[config.mk]
export PLATFORM = sky130hd
export DESIGN_NAME = cp0_exc_ctrl
export DESIGN_NICKNAME = d
export VERILOG_FILES = /design/src/rtl/cp0_exc_ctrl_pkg.sv /design/src/rtl/cp0_exc_ctrl.sv
export SDC_FILE = /design/constraint.sdc
export NUM_CORES = 1
export LEC_CHECK = 0
export CORE_ASPECT_RATIO = 0.75
export CORE_MARGIN = 2
export CORE_UTILIZATION = 41
export DETAILED_ROUTE_END_ITERATION = 10
export PLACE_DENSITY = 0.81
export SLEW_MARGIN = 20
export SYNTH_ARGS = -nofsm -noshare
export SYNTH_HDL_FRONTEND = slang
export SYNTH_SLANG_ARGS = --single-unit
[constraint.sdc]
create_clock -name clk -period 4.03 [get_ports clk]
set_clock_uncertainty 0.15 [all_clocks]
set_input_delay 1.209 -clock clk [delete_from_list [all_inputs] [get_ports clk]]
set_output_delay 1.209 -clock clk [all_outputs]
set_load 0.02 [all_outputs]
[src/rtl/cp0_exc_ctrl_pkg.sv]
// Shared CP0 constants: register numbers, exception codes and SR/Cause field positions.
package cp0_exc_ctrl_pkg;

    localparam logic [4:0] CP0_SR    = 5'd12;
    localparam logic [4:0] CP0_CAUSE = 5'd13;
    localparam logic [4:0] CP0_EPC   = 5'd14;
    localparam logic [4:0] CP0_PRID  = 5'd15;

    localparam logic [4:0] EXC_INT  = 5'd0;
    localparam logic [4:0] EXC_ADEL = 5'd4;
    localparam logic [4:0] EXC_ADES = 5'd5;
    localparam logic [4:0] EXC_RI   = 5'd10;
    localparam logic [4:0] EXC_OV   = 5'd12;

    localparam int SR_IE     = 0;
    localparam int SR_EXL    = 1;
    localparam int SR_IM_LO  = 10;
    localparam int SR_IM_HI  = 15;
    localparam int CAUSE_BD  = 31;
    localparam int CAUSE_IP_LO  = 10;
    localparam int CAUSE_IP_HI  = 15;
    localparam int CAUSE_EXC_LO = 2;
    localparam int CAUSE_EXC_HI = 6;

endpackage

[src/rtl/cp0_exc_ctrl.sv]
// CP0 exception/interrupt controller: raises flush/redirect from the M stage and
// holds SR, Cause and EPC for mfc0/mtc0/eret.
module cp0_exc_ctrl
    import cp0_exc_ctrl_pkg::*;
#(
    parameter logic [31:0] EXC_VECTOR = 32'h0000_4180,
    parameter logic [31:0] PRID_VALUE = 32'h2037_0000
) (
    input  logic        clk,
    input  logic        reset,
    input  logic [4:0]  a_sel,
    input  logic [31:0] wdata,
    input  logic        we,
    input  logic [31:0] pc_m,
    input  logic        bd_m,
    input  logic [4:0]  exccode_m,
    input  logic        eret_m,
    input  logic [5:0]  hwint,
    output logic [31:0] rdata,
    output logic        exc_req,
    output logic [31:0] exc_pc,
    output logic [31:0] epc_out
);

    logic [5:0]  sr_im;
    logic        sr_exl;
    logic        sr_ie;
    logic        cause_bd;
    logic [5:0]  cause_ip;
    logic [4:0]  cause_exc;
    logic [31:0] epc;

    logic        int_req;
    logic        ex_req;
    logic [31:0] pc_aligned;
    logic [31:0] sr_val;
    logic [31:0] cause_val;

    assign int_req    = (|(hwint & sr_im)) & sr_ie & ~sr_exl;
    assign ex_req     = (exccode_m != EXC_INT) & ~sr_exl;
    assign exc_req    = (int_req | ex_req) & ~eret_m;
    assign exc_pc     = EXC_VECTOR;
    assign pc_aligned = {pc_m[31:2], 2'b00};
    assign epc_out    = (we && a_sel == CP0_EPC) ? wdata : epc;

    always_ff @(posedge clk) begin
        if (reset) begin
            sr_im     <= '0;
            sr_exl    <= 1'b0;
            sr_ie     <= 1'b0;
            cause_bd  <= 1'b0;
            cause_ip  <= '0;
            cause_exc <= '0;
            epc       <= '0;
        end else begin
            cause_ip <= hwint;
            if (exc_req) begin
                // Exception entry overrides any same-cycle mtc0
                sr_exl    <= 1'b1;
                cause_exc <= int_req ? EXC_INT : exccode_m;
                cause_bd  <= bd_m;
                epc       <= bd_m ? pc_aligned - 32'd4 : pc_aligned;
            end else begin
                if (we && a_sel == CP0_SR) begin
                    sr_im  <= wdata[SR_IM_HI:SR_IM_LO];
                    sr_exl <= wdata[SR_EXL];
                    sr_ie  <= wdata[SR_IE];
                end
                if (we && a_sel == CP0_EPC)
                    epc <= wdata;
                // Placed after the SR write so eret's EXL clear wins
                if (eret_m)
                    sr_exl <= 1'b0;
            end
        end
    end

    assign sr_val    = {16'h0, sr_im, 8'h0, sr_exl, sr_ie};
    assign cause_val = {cause_bd, 15'h0, cause_ip, 3'b000, cause_exc, 2'b00};

    always_comb begin
        rdata = '0;
        case (a_sel)
            CP0_SR:    rdata = sr_val;
            CP0_CAUSE: rdata = cause_val;
            CP0_EPC:   rdata = epc;
            CP0_PRID:  rdata = PRID_VALUE;
            default:   rdata = '0;
        endcase
    end

endmodule

==> results.yml <==
setup_path:
  cp_slowest_cell: "mux2_4"
  path_common_cell: "buf_6"
  path_class: "in -> out"
  end_kind: "output port"
  startpoint_type: "input port"
  critPathMaxStageDelay_ns: 0.30
  cp.required_ns: 2.67
  path_cells: "clkdlybuf4s15_2 -> nor2b_4 -> nand3_4 -> buf_12 -> buf_16 -> buf_6 -> mux2_4 -> buf_6"
  worst-path-buf-inv: 5
  cp.arrival_ns: 2.63
  cp_max_fo: 6
  cpLargestDelayFamily: "buffers and inverters"
place:
  io_buffers: 147
  placed_cells: 672
  gp_congestion: 0.8358
  pre_cts_slack_ns: -0.5796
  hpwl_mm: 8.499
routing:
  wl_per_cell_um: 16.65
  drc_errors: 0
  dr.pass1.iters: 5
  ant_nets: 0
  drt_iter0_drc: 151
  num_vias: 3577
  routed_via_density: 5.207
  wirelength_mm: 11.44
clock_network:
  clkSlewWorstSetupHoldPaths_ns: 0.07
  cts_tree: "yes"
  cts_root_buffer: "clkbuf_16"
  insertion_delay_ns: 0.29
  holdBufCountCts: 0
  cts_max_level: 2
  numCtsBuffers: 5
  cts.path.max_buffers: 2
  cts_sinks: 52
timing:
  fmax_ghz: 0.2505
  max-slew-margin-rel_pct: 26.17
  worst_slew_pin_slew_ns: 1.108
  finalHoldViolCount: 0
  drv_slew: 0
  fin_ws_ns: 0.03733
  finalCriticalPeriod_ns: 3.993
  fin_crit_sh_pct: 99.07
  setup_viol: 0
synthesis:
  synth.area.top_cells: "dfxtp_1, mux2_2, nor2_1"
  synth.avg_cell_area_um2: 8.891
  synth-warning-count: 0
  yosys.cell_count.top_type: "nor2_1"
  synth_top_area_share_pct: 28.15
  synth_ff_type: "dfxtp_1"
  yosysUniqueCellTypes: 54
  yosys.area.top_type: "dfxtp_1"
  synth_seq_cells: 52
  synth_area_mm2: 0.003699
  synthTopCellsByCount: "nor2_1, dfxtp_1, buf_4"
  syn-instance-count: 416
  async_reset_ff_share_pct: 0
  seq_area_frac_synth_pct: 28.15
  synth-edff-count: 0
global_route:
  grt_use_total_pct: 23.16
  grt_pass1_wl_mm: 18.01
  antenna_found_initial: 0
  grt_max_degree: 65
  grt_remaining_overflow: 0
  first_global_vias: 3614
layout:
  final_cells: 687
  antennaDiodeCount: 0
  final.fill_count: 723
  utilization_pct: 64.12
  nNetsFinal: 664
  syn2layout_area_growth_pct: 49.09
  drive_above_1_share_pct: 24.53
run_status:
  status: "finished clean"
worst_hold_path:
  min_path_type: "reg -> reg"
floorplan:
  ios: 182
  fp.coreArea_mm2: 0.008600
  die-area_mm2: 0.009805
  rows: 29
  start_util_pct: 43.01
  fp.dieW_um: 113.7
  die_h_um: 86.26
power_and_ir_drop:
  power.density_mw_per_mm2: 265.2
  power.total_uw: 1463
  power.leakage_uw: 0.002367
  ir_drop_uv: 203.9
run:
  drv_cap: 0
state kept, by name, summed over array words and instances (netlist names):
signal and cells:
sr_ie 1, sr_im 6, epc 32, cause_ip 6, sr_exl 1, cause_exc 5, cause_bd 1
power by group:
part	leakage [uW]	internal, uW	switching [uW]
sequential	0.000429	546	15.4
combinational	0.00186	193	216
clock	0.0000804	295	197
total	0.00237	1030	428
metrics by stage:
step | TNS [ns] | cell area [um^2] | hold WS, ns
after floorplan | 0 | 3811 | 0.2816
after global placement | -25.61 | 5240 | 0.2943
after detailed placement | -26.25 | 5240 | 0.3024
after CTS | 0 | 5508 | 0.3122
after global routing | -0.003884 | 5514 | 0.3318
final | 0 | 5514 | 0.3100
logic make-up (layout without fill, tap and decap cells):
family	count (synthesis)	count (layout)	synth area share (%)
other	2	32	0.2031
multiplexers	49	49	14.34
buffers and inverters	60	193	11.10
XOR/XNOR	26	26	6.157
adder cells (fa/ha/maj)	1	1	0.3382
AO/OA/AOI/OAI	60	60	13.16
flip-flops	52	52	28.15
AND/OR/NAND/NOR	166	166	26.56
path summary, 6_finish.rpt:
path,from,end,depth (start not counted),slack [ns]
max,a_sel[0],epc_out[16],8,0.04
min,cause_exc[2],cause_exc[2],2,0.31
max reg2reg,sr_im[2],epc[3],8,1.73
min reg2reg,cause_exc[2],cause_exc[2],2,0.31
what timing repair did:
item,CTS,global route
setup endpoints to repair,65,40
cloned,2,0
pin swaps,1,2
gates resized for setup,135,26
setup buffers,5,1
layout by cell type (no fill, tap or decap), types with 4 or more instances in the layout:
| cell type | n |
|---|---|
| a211oi_1 | 13 |
| a211oi_2 | 10 |
| a21oi_1 | 16 |
| a22oi_1 | 7 |
| a311oi_1 | 4 |
| and3_1 | 12 |
| buf_2 | 6 |
| buf_4 | 27 |
| buf_6 | 6 |
| clkbuf_16 | 5 |
| clkbuf_2 | 5 |
| clkdlybuf4s15_1 | 18 |
| clkdlybuf4s15_2 | 9 |
| clkdlybuf4s50_1 | 77 |
| conb_1 | 32 |
| dfxtp_1 | 52 |
| dlygate4sd2_1 | 25 |
| dlymetal6s2s_1 | 4 |
| mux2_2 | 30 |
| mux2i_1 | 17 |
| nand2_1 | 17 |
| nand3_1 | 7 |
| nor2_1 | 71 |
| nor2b_1 | 7 |
| nor3_1 | 10 |
| nor4_2 | 9 |
| or3_1 | 5 |
| xnor2_1 | 21 |
| xor2_1 | 5 |
metal layers:
layer | wire length (um) | vias to the layer above | global-route usage, %
met3 | 565 | 12 | 2.937
met5 | 0 | - | 0
met2 | 5598 | 134 | 40.01
met1 | 5132 | 1701 | 30.90
li1 | - | 1730 | -
met4 | 143 | 0 | 5.987
tightest hold or removal path, delay by kind of cell (launching register included):
family,cells,cell delay (ns)
DFF,1,0.31
and+or+nand+nor,1,0.05
AOI/OAI and AO/OA,1,0.05
final cells by class:
class | instances | area [um^2] | area share, %
Multi-Input combinational cell | 334 | 2417 | 43.84
Timing Repair Buffer | 181 | 1734 | 31.45
Sequential cell | 52 | 1041 | 18.88
Inverter | 4 | 15.01 | 0.2723
Tap cell | 108 | 135.1 | 2.451
Clock buffer | 5 | 125.1 | 2.269
Clock inverter | 3 | 46.29 | 0.8396
No activity file was read; power rests on OpenSTA's default activity.
